[config.mk]
export PLATFORM = sky130hd
export DESIGN_NAME = dmg_timer
export DESIGN_NICKNAME = d
export VERILOG_FILES = /design/src/rtl/timer_pkg.sv /design/src/rtl/dmg_timer_div.sv /design/src/rtl/dmg_timer.sv
export SDC_FILE = /design/constraint.sdc
export NUM_CORES = 1
export LEC_CHECK = 0
export ABC_AREA = 1
export BUFFER_PORTS_ARGS = -buffer_cell sky130_fd_sc_hd__buf_2
export CAP_MARGIN = 10
export CORE_MARGIN = 4
export CORE_UTILIZATION = 60
export CTS_CLUSTER_DIAMETER = 100
export DETAILED_ROUTE_END_ITERATION = 8
export PLACE_DENSITY = 0.79
export SYNTH_ARGS = -nofsm -noshare
export SYNTH_HDL_FRONTEND = slang
export SYNTH_SLANG_ARGS = --single-unit
[constraint.sdc]
create_clock -name CLK -period 6.05 [get_ports CLK]
set_input_delay 1.21 -clock CLK [delete_from_list [all_inputs] [get_ports CLK]]
set_output_delay 1.21 -clock CLK [all_outputs]
set_load 0.005 [all_outputs]
[src/rtl/timer_pkg.sv]
// Shared constants and types for the DIV/TIMA/TMA/TAC timer.
// Holds the register map, FSM states, TAC tap table and TAC read mask.
package timer_pkg;

    localparam logic [1:0] A_DIV  = 2'd0;
    localparam logic [1:0] A_TIMA = 2'd1;
    localparam logic [1:0] A_TMA  = 2'd2;
    localparam logic [1:0] A_TAC  = 2'd3;

    typedef enum logic [1:0] {
        IDLE   = 2'd0,
        PEND   = 2'd1,
        RELOAD = 2'd2
    } tstate_e;

    // Divider bit watched for each TAC[1:0] setting.
    localparam logic [3:0] TAP_IDX [4] = '{4'd9, 4'd3, 4'd5, 4'd7};

    localparam logic [7:0] TAC_RD_MASK = 8'hF8;

    function automatic logic tap_bit(
        input logic [9:0] lo,
        input logic [1:0] sel
    );
        return lo[TAP_IDX[sel]];
    endfunction

    function automatic logic [7:0] tac_rd(input logic [2:0] tac);
        return TAC_RD_MASK | {5'b00000, tac};
    endfunction

endpackage

[src/rtl/dmg_timer_div.sv]
// Free-running divider with clear-on-write, TAC tap mux and falling-edge detector.
// Ports: clk_i/rst_i, clr_i (DIV write), tac_i/tac_wr_i (TAC value and write
// strobe), inc_pulse_o (TIMA tick), sixteen_hz_o (divider MSB), div_o (cnt[15:8]).
// Macro TIMER_GLITCH_EN: edge detector sees the enable-gated tap.
module dmg_timer_div
    import timer_pkg::*;
#(
    parameter int CNT_W = 18
) (
    input  logic       clk_i,
    input  logic       rst_i,
    input  logic       clr_i,
    input  logic       tac_wr_i,
    input  logic [2:0] tac_i,
    output logic       inc_pulse_o,
    output logic       sixteen_hz_o,
    output logic [7:0] div_o
);

    logic [CNT_W-1:0] cnt_q;
    logic [CNT_W-1:0] cnt_d;
    logic             sel_bit;
    logic             tap;
    logic             tap_q;

    assign cnt_d        = clr_i ? '0 : cnt_q + CNT_W'(1);
    assign sel_bit      = tap_bit(cnt_q[9:0], tac_i[1:0]);
    assign sixteen_hz_o = cnt_q[CNT_W-1];
    assign div_o        = cnt_q[15:8];

    always_ff @(posedge clk_i or posedge rst_i) begin
        if (rst_i) begin
            cnt_q <= '0;
            tap_q <= 1'b0;
        end else begin
            cnt_q <= cnt_d;
            tap_q <= tap;
        end
    end

`ifdef TIMER_GLITCH_EN
    // Gating before the edge detector lets DIV/TAC writes produce a tick.
    logic unused_tac_wr;
    assign unused_tac_wr = tac_wr_i;
    assign tap           = sel_bit & tac_i[2];
    assign inc_pulse_o   = tap_q & ~tap;
`else
    // The ungated bit is tracked; a fall caused by a DIV or TAC write in the
    // previous cycle is masked so software writes never tick TIMA.
    logic sup_q;
    assign tap         = sel_bit;
    assign inc_pulse_o = tap_q & ~tap & tac_i[2] & ~sup_q;

    always_ff @(posedge clk_i or posedge rst_i) begin
        if (rst_i) begin
            sup_q <= 1'b0;
        end else begin
            sup_q <= clr_i | tac_wr_i;
        end
    end
`endif

endmodule

[src/rtl/dmg_timer.sv]
// DIV/TIMA/TMA/TAC timer: bus decode, TIMA/TMA/TAC registers and reload FSM.
// Ports: CLK, RESET (async high), ADDR/WR/DIN write bus, DOUT comb read,
// TIMER_IRQ one-cycle reload pulse, SIXTEEN_HZ divider MSB.
// Macro TIMER_GLITCH_EN (in dmg_timer_div) selects glitch-accurate ticking.
module dmg_timer
    import timer_pkg::*;
#(
    parameter int CNT_W    = 18,
    parameter int PEND_CYC = 4
) (
    input  logic       CLK,
    input  logic       RESET,
    input  logic [1:0] ADDR,
    input  logic       WR,
    input  logic [7:0] DIN,
    output logic [7:0] DOUT,
    output logic       TIMER_IRQ,
    output logic       SIXTEEN_HZ
);

    localparam logic [7:0] PEND_LAST = 8'(PEND_CYC - 2);

    tstate_e    state_q, state_d;
    logic [7:0] pend_q, pend_d;
    logic [7:0] tima_q, tima_d;
    logic [7:0] tma_q, tma_d;
    logic [2:0] tac_q, tac_d;
    logic [7:0] div_val;
    logic [7:0] reload_v;
    logic       inc;
    logic       wr_div, wr_tima, wr_tma, wr_tac;

    assign wr_div  = WR & (ADDR == A_DIV);
    assign wr_tima = WR & (ADDR == A_TIMA);
    assign wr_tma  = WR & (ADDR == A_TMA);
    assign wr_tac  = WR & (ADDR == A_TAC);

    dmg_timer_div #(
        .CNT_W(CNT_W)
    ) u_div (
        .clk_i       (CLK),
        .rst_i       (RESET),
        .clr_i       (wr_div),
        .tac_wr_i    (wr_tac),
        .tac_i       (tac_q),
        .inc_pulse_o (inc),
        .sixteen_hz_o(SIXTEEN_HZ),
        .div_o       (div_val)
    );

    // A TMA write in the reload cycle is forwarded straight into TIMA.
    assign reload_v = wr_tma ? DIN : tma_q;

    always_ff @(posedge CLK or posedge RESET) begin
        if (RESET) begin
            state_q <= IDLE;
            pend_q  <= '0;
            tima_q  <= '0;
            tma_q   <= '0;
            tac_q   <= '0;
        end else begin
            state_q <= state_d;
            pend_q  <= pend_d;
            tima_q  <= tima_d;
            tma_q   <= tma_d;
            tac_q   <= tac_d;
        end
    end

    always_comb begin
        state_d = state_q;
        pend_d  = pend_q;
        tima_d  = tima_q;
        tma_d   = wr_tma ? DIN : tma_q;
        tac_d   = wr_tac ? DIN[2:0] : tac_q;
        unique case (state_q)
            IDLE: begin
                if (wr_tima) begin
                    tima_d = DIN;
                end else if (inc) begin
                    if (tima_q == 8'hFF) begin
                        tima_d  = 8'h00;
                        state_d = PEND;
                        pend_d  = '0;
                    end else begin
                        tima_d = tima_q + 8'd1;
                    end
                end
            end
            PEND: begin
                if (wr_tima) begin
                    tima_d  = DIN;
                    state_d = IDLE;
                end else if (pend_q == PEND_LAST) begin
                    tima_d  = reload_v;
                    state_d = RELOAD;
                end else begin
                    pend_d = pend_q + 8'd1;
                    if (inc) begin
                        tima_d = tima_q + 8'd1;
                    end
                end
            end
            RELOAD: begin
                // TIMA writes lose here; a tick lands on the reload value.
                if (inc && (reload_v == 8'hFF)) begin
                    tima_d  = 8'h00;
                    state_d = PEND;
                    pend_d  = '0;
                end else begin
                    tima_d  = reload_v + {7'b0000000, inc};
                    state_d = IDLE;
                end
            end
            default: begin
                state_d = IDLE;
            end
        endcase
    end

    assign TIMER_IRQ = (state_q == RELOAD);

    always_comb begin
        DOUT = 8'h00;
        unique case (ADDR)
            A_DIV:  DOUT = div_val;
            A_TIMA: DOUT = tima_q;
            A_TMA:  DOUT = tma_q;
            A_TAC:  DOUT = tac_rd(tac_q);
        endcase
    end

endmodule
==> results.md <==
Status:
- The run finished with clean final reports.

STA:
- The final count of pins violating max slew is 0.
- Setup repair after global routing left no endpoint under its margin.
- The post-route setup TNS is 0 ps.
- The final period utilization is 57.1%.
- The headroom to the max-slew limit is 30.8%.
- The shortest period the worst path allows is 3460 ps.
- Setup violations remaining at the end of the flow were counted as 0.
- The post-layout worst setup margin is 2590 ps.
- The slew at the pin closest to its max-slew limit is a little over 1000 ps.
- For this run, the top clock speed supported by timing is 0.289 GHz.
- The maximum clock skew at final layout is 11.7 ps.
- The number of endpoints with negative hold slack in the final report is 0.

Clocking:
- The clock net in this run drives a total of about 50 sinks.
- The clock insertion delay at the later pin of the skew report is 320 ps.
- In this run, post-CTS repair resized a total of 0 instances.
- Clock tree synthesis selected as its root buffer the cell sky130_fd_sc_hd__clkbuf_8.
- The clock slew seen by the registers of the worst setup and hold paths is 110 ps.
- In this run, post-CTS hold repair placed 0 buffers.
- The number of clock buffers added by TritonCTS is 5.
- The maximum level of the CTS H-tree is 2.
- The clock passes through at most 2 buffers.
- The TritonCTS clock tree is done.
- The number of buffers inserted by post-CTS setup repair is 0.

Synthesis:
- Summing the areas of all compound-gate instances in the mapped netlist gives 14.2% of the synthesized area.
- The largest family of logic cells by synthesized area is simple AND/OR/NAND/NOR gates.
- The synthesized-area fraction occupied by adder cells is 3.77%.
- The simple-gate portion of the synthesized area is 34.3%.
- The post-synthesis xor/xnor area fraction is 2.64%.
- After synthesis, the mean cell area works out to 7.21 um^2.
- The post-synthesis sequential area ratio is between 30% and 40%.
- The number of nets in the synthesized netlist is 484.
- Synthesis inferred between 40 and 50 register bits.
- The top-area cell type share of the netlist area is 36.9%.
- Ranked by total cell area, the synthesized netlist is headed by sky130_fd_sc_hd__dfrtp_1, sky130_fd_sc_hd__nand2_1, sky130_fd_sc_hd__nor2_1.
- The synthesized cell area is around 3300 um^2.
- The cell count after synthesis came out at 461.
- sky130_fd_sc_hd__dfrtp_1 takes more of the synthesized area than any other cell.
- The multiplexer share of the synthesized area is 0.339%.
- The synthesized netlist contains 42 unique library cells.
- Yosys printed 0 warnings.

Die:
- The horizontal extent of the die is 82.4 um.
- The I/O pin count is 23.
- In this run the standard cell core region covers 5240 um^2.
- The initialized floorplan defines 26 standard-cell rows.
- Once the floorplan was initialized, standard cells occupied between 60% and 70% of the core.
- The die outline height is 82.4 um.
- The die area is around 6800 um^2.

Worst setup path:
- The worst endpoint data arrival time is 2250 ps.
- The worst setup path is of the input port to primary output kind.
- The element type at the critical path start is an input port.
- Of all nets on the critical path, the largest fanout is 11.
- Data on the critical path is required at its endpoint by 4840 ps.
- The sort of element at the end of the critical path is a primary output.

Global route:
- The first global-routing pass estimated between 10 and 15 mm of wire.
- For this run, the total global-route usage over all layers was measured as between 20% and 30%.
- Entering global routing, the biggest net connects 50 pins.
- The number of antenna violations at the first check in global routing is 0.
- The number of global-route vias before repair is 2992.
- The sum of overflow across all layers after global routing is 0.

Pwr:
- Dividing total power by cell area gives a power density of 370 nW/um^2.
- The worst-case IR drop observed on VDD is around 0.3 mV.
- The total design power is 1.32 mW.
- The standby leakage power is around 1.7 nW.

Detailed routing:
- The first detailed-routing pass took 5 iterations.
- The detail route stage leaves a number of antenna-violating nets equal to 0.
- The average wire per standard cell is roughly 15 um.
- The DRC violations left is 0.
- The total via count after detailed routing is roughly 3100.
- The via count normalized by instance count is ~5.6.
- In this run, the number of DRC markers left after iteration 0 of detailed routing was 222.
- The total wire length is 8.08 mm.

Flow run:
- Across the run, the number of max-cap violations was 0.

Placement:
- Port buffering added 22 buffers.
- The weighted congestion reported at the end of routability-driven placement is approximately 0.9.
- In this run, placement finished with an instance count of roughly 550.
- At the placement stage, the worst setup path has a slack of ~2600 ps.
- Detailed placement finished with a half-perimeter wire length of ~6.1 mm.

Hold path:
- The path category of the worst min-delay check is flop to flop.

Finish:
- The number of antenna diodes is 0.
- The fraction of final layout cells sized beyond drive strength 1 is 15.1%.
- Excluding fillers, the count of instances in the completed layout stands at between 500 and 600.
- For this run, the post-layout net count is 506.
- The growth of design area from synthesis to finish is 7.61%.
-- critical path, cell delays in order --
cell	delay [ps]
sky130_fd_sc_hd__buf_2	190
sky130_fd_sc_hd__nand2_1	120
sky130_fd_sc_hd__inv_1	120
sky130_fd_sc_hd__a22o_1	230
sky130_fd_sc_hd__a21oi_1	130
sky130_fd_sc_hd__o21ai_0	110
sky130_fd_sc_hd__buf_2	140
-- per-layer routing --
metal	routed length [um]	global-route usage [%]	up-vias
li1	-	-	1557
met1	3620	34.3	1463
met2	3990	45.8	92
met3	389	4.23	6
met4	75	6.98	0
met5	0	0	-
-- final timing paths --
path,from,slack (ps),endpoint,cells past startpoint
max,ADDR[1],2590,DOUT[2],7
min,u_div.cnt_q[0],550,u_div.cnt_q[0],1
max reg2reg,state_q[1],3530,tima_q[3],11
min reg2reg,u_div.cnt_q[0],550,u_div.cnt_q[0],1
max in group asynchronous,RESET,4270,tima_q[4],2
min in group asynchronous,RESET,1130,u_div.cnt_q[3],2
-- cells in the final DEF, fill, tap and decap left out, drive strengths merged, types with 10 or more instances in the layout --
cell / Yosys / final
nor2: 63 / 63
dfrtp: 49 / 49
ha: 10 / 10
nand4: 13 / 13
nand2: 126 / 126
buf: 3 / 22
a21oi: 24 / 24
nand3: 29 / 29
o21ai: 32 / 32
nor3: 11 / 11
inv: 54 / 56
-- state kept, by name, indices dropped and copies added, names as in the netlist --
register and count:
pend_q 8, u_div.tap_q 1, u_div.sup_q 1, state_q 2
tma_q 8, tima_q 8, tac_q 3, u_div.cnt_q 18
-- where the power goes --
part / internal, mW / switching (mW) / leakage (nW) / total (mW)
clock network: 0.0868 / 0.130 / 0.0506 / 0.217
registers: 0.398 / 0.0880 / 0.635 / 0.486
logic: 0.218 / 0.400 / 0.984 / 0.618
total: 0.703 / 0.618 / 1.67 / 1.32
-- cells in the mapped netlist (all sizes together) --
master / number
a211oi: 1
a21oi: 24
a221oi: 6
a22o: 1
a22oi: 1
a31o: 1
a31oi: 1
buf: 3
clkbuf: 4
clkinv: 3
dfrtp: 49
ha: 10
inv: 54
mux2: 1
nand2: 126
nand3: 29
nand3b: 2
nand4: 13
nor2: 63
nor3: 11
nor4: 2
o2111ai: 1
o211ai: 5
o21ai: 32
o21bai: 2
o22ai: 1
or2: 4
or3: 1
xnor2: 3
xor2: 7
-- logic make-up after synthesis --
logic type               Yosys count
adder cells (fa/ha/maj)           10
multiplexers                       1
AND/OR/NAND/NOR                  251
AO/OA/AOI/OAI                     76
buffers and inverters             64
XOR/XNOR                          10
flip-flops                        49
-- area by class of cell --
cell class / count / area, um^2
inverter: 57 / 216
timing repair buffer: 22 / 110
tap: 70 / 87.6
multi-input combinational: 348 / 1840
clock inverter: 3 / 28.8
sequential: 49 / 1230
fill: 457 / 1660
clock buffer: 5 / 68.8
-- per-stage QoR --
step	hold slack, ps	util, %	instance area, um^2
2_1_floorplan	474	-	3320
3_3_place_gp	507	66.4	3480
3_5_place_dp	515	66.4	3480
4_1_cts	543	68.3	3570
5_1_grt	576	68.3	3570
6_report	548	68.3	3570
(Power assumes the default switching activity.)
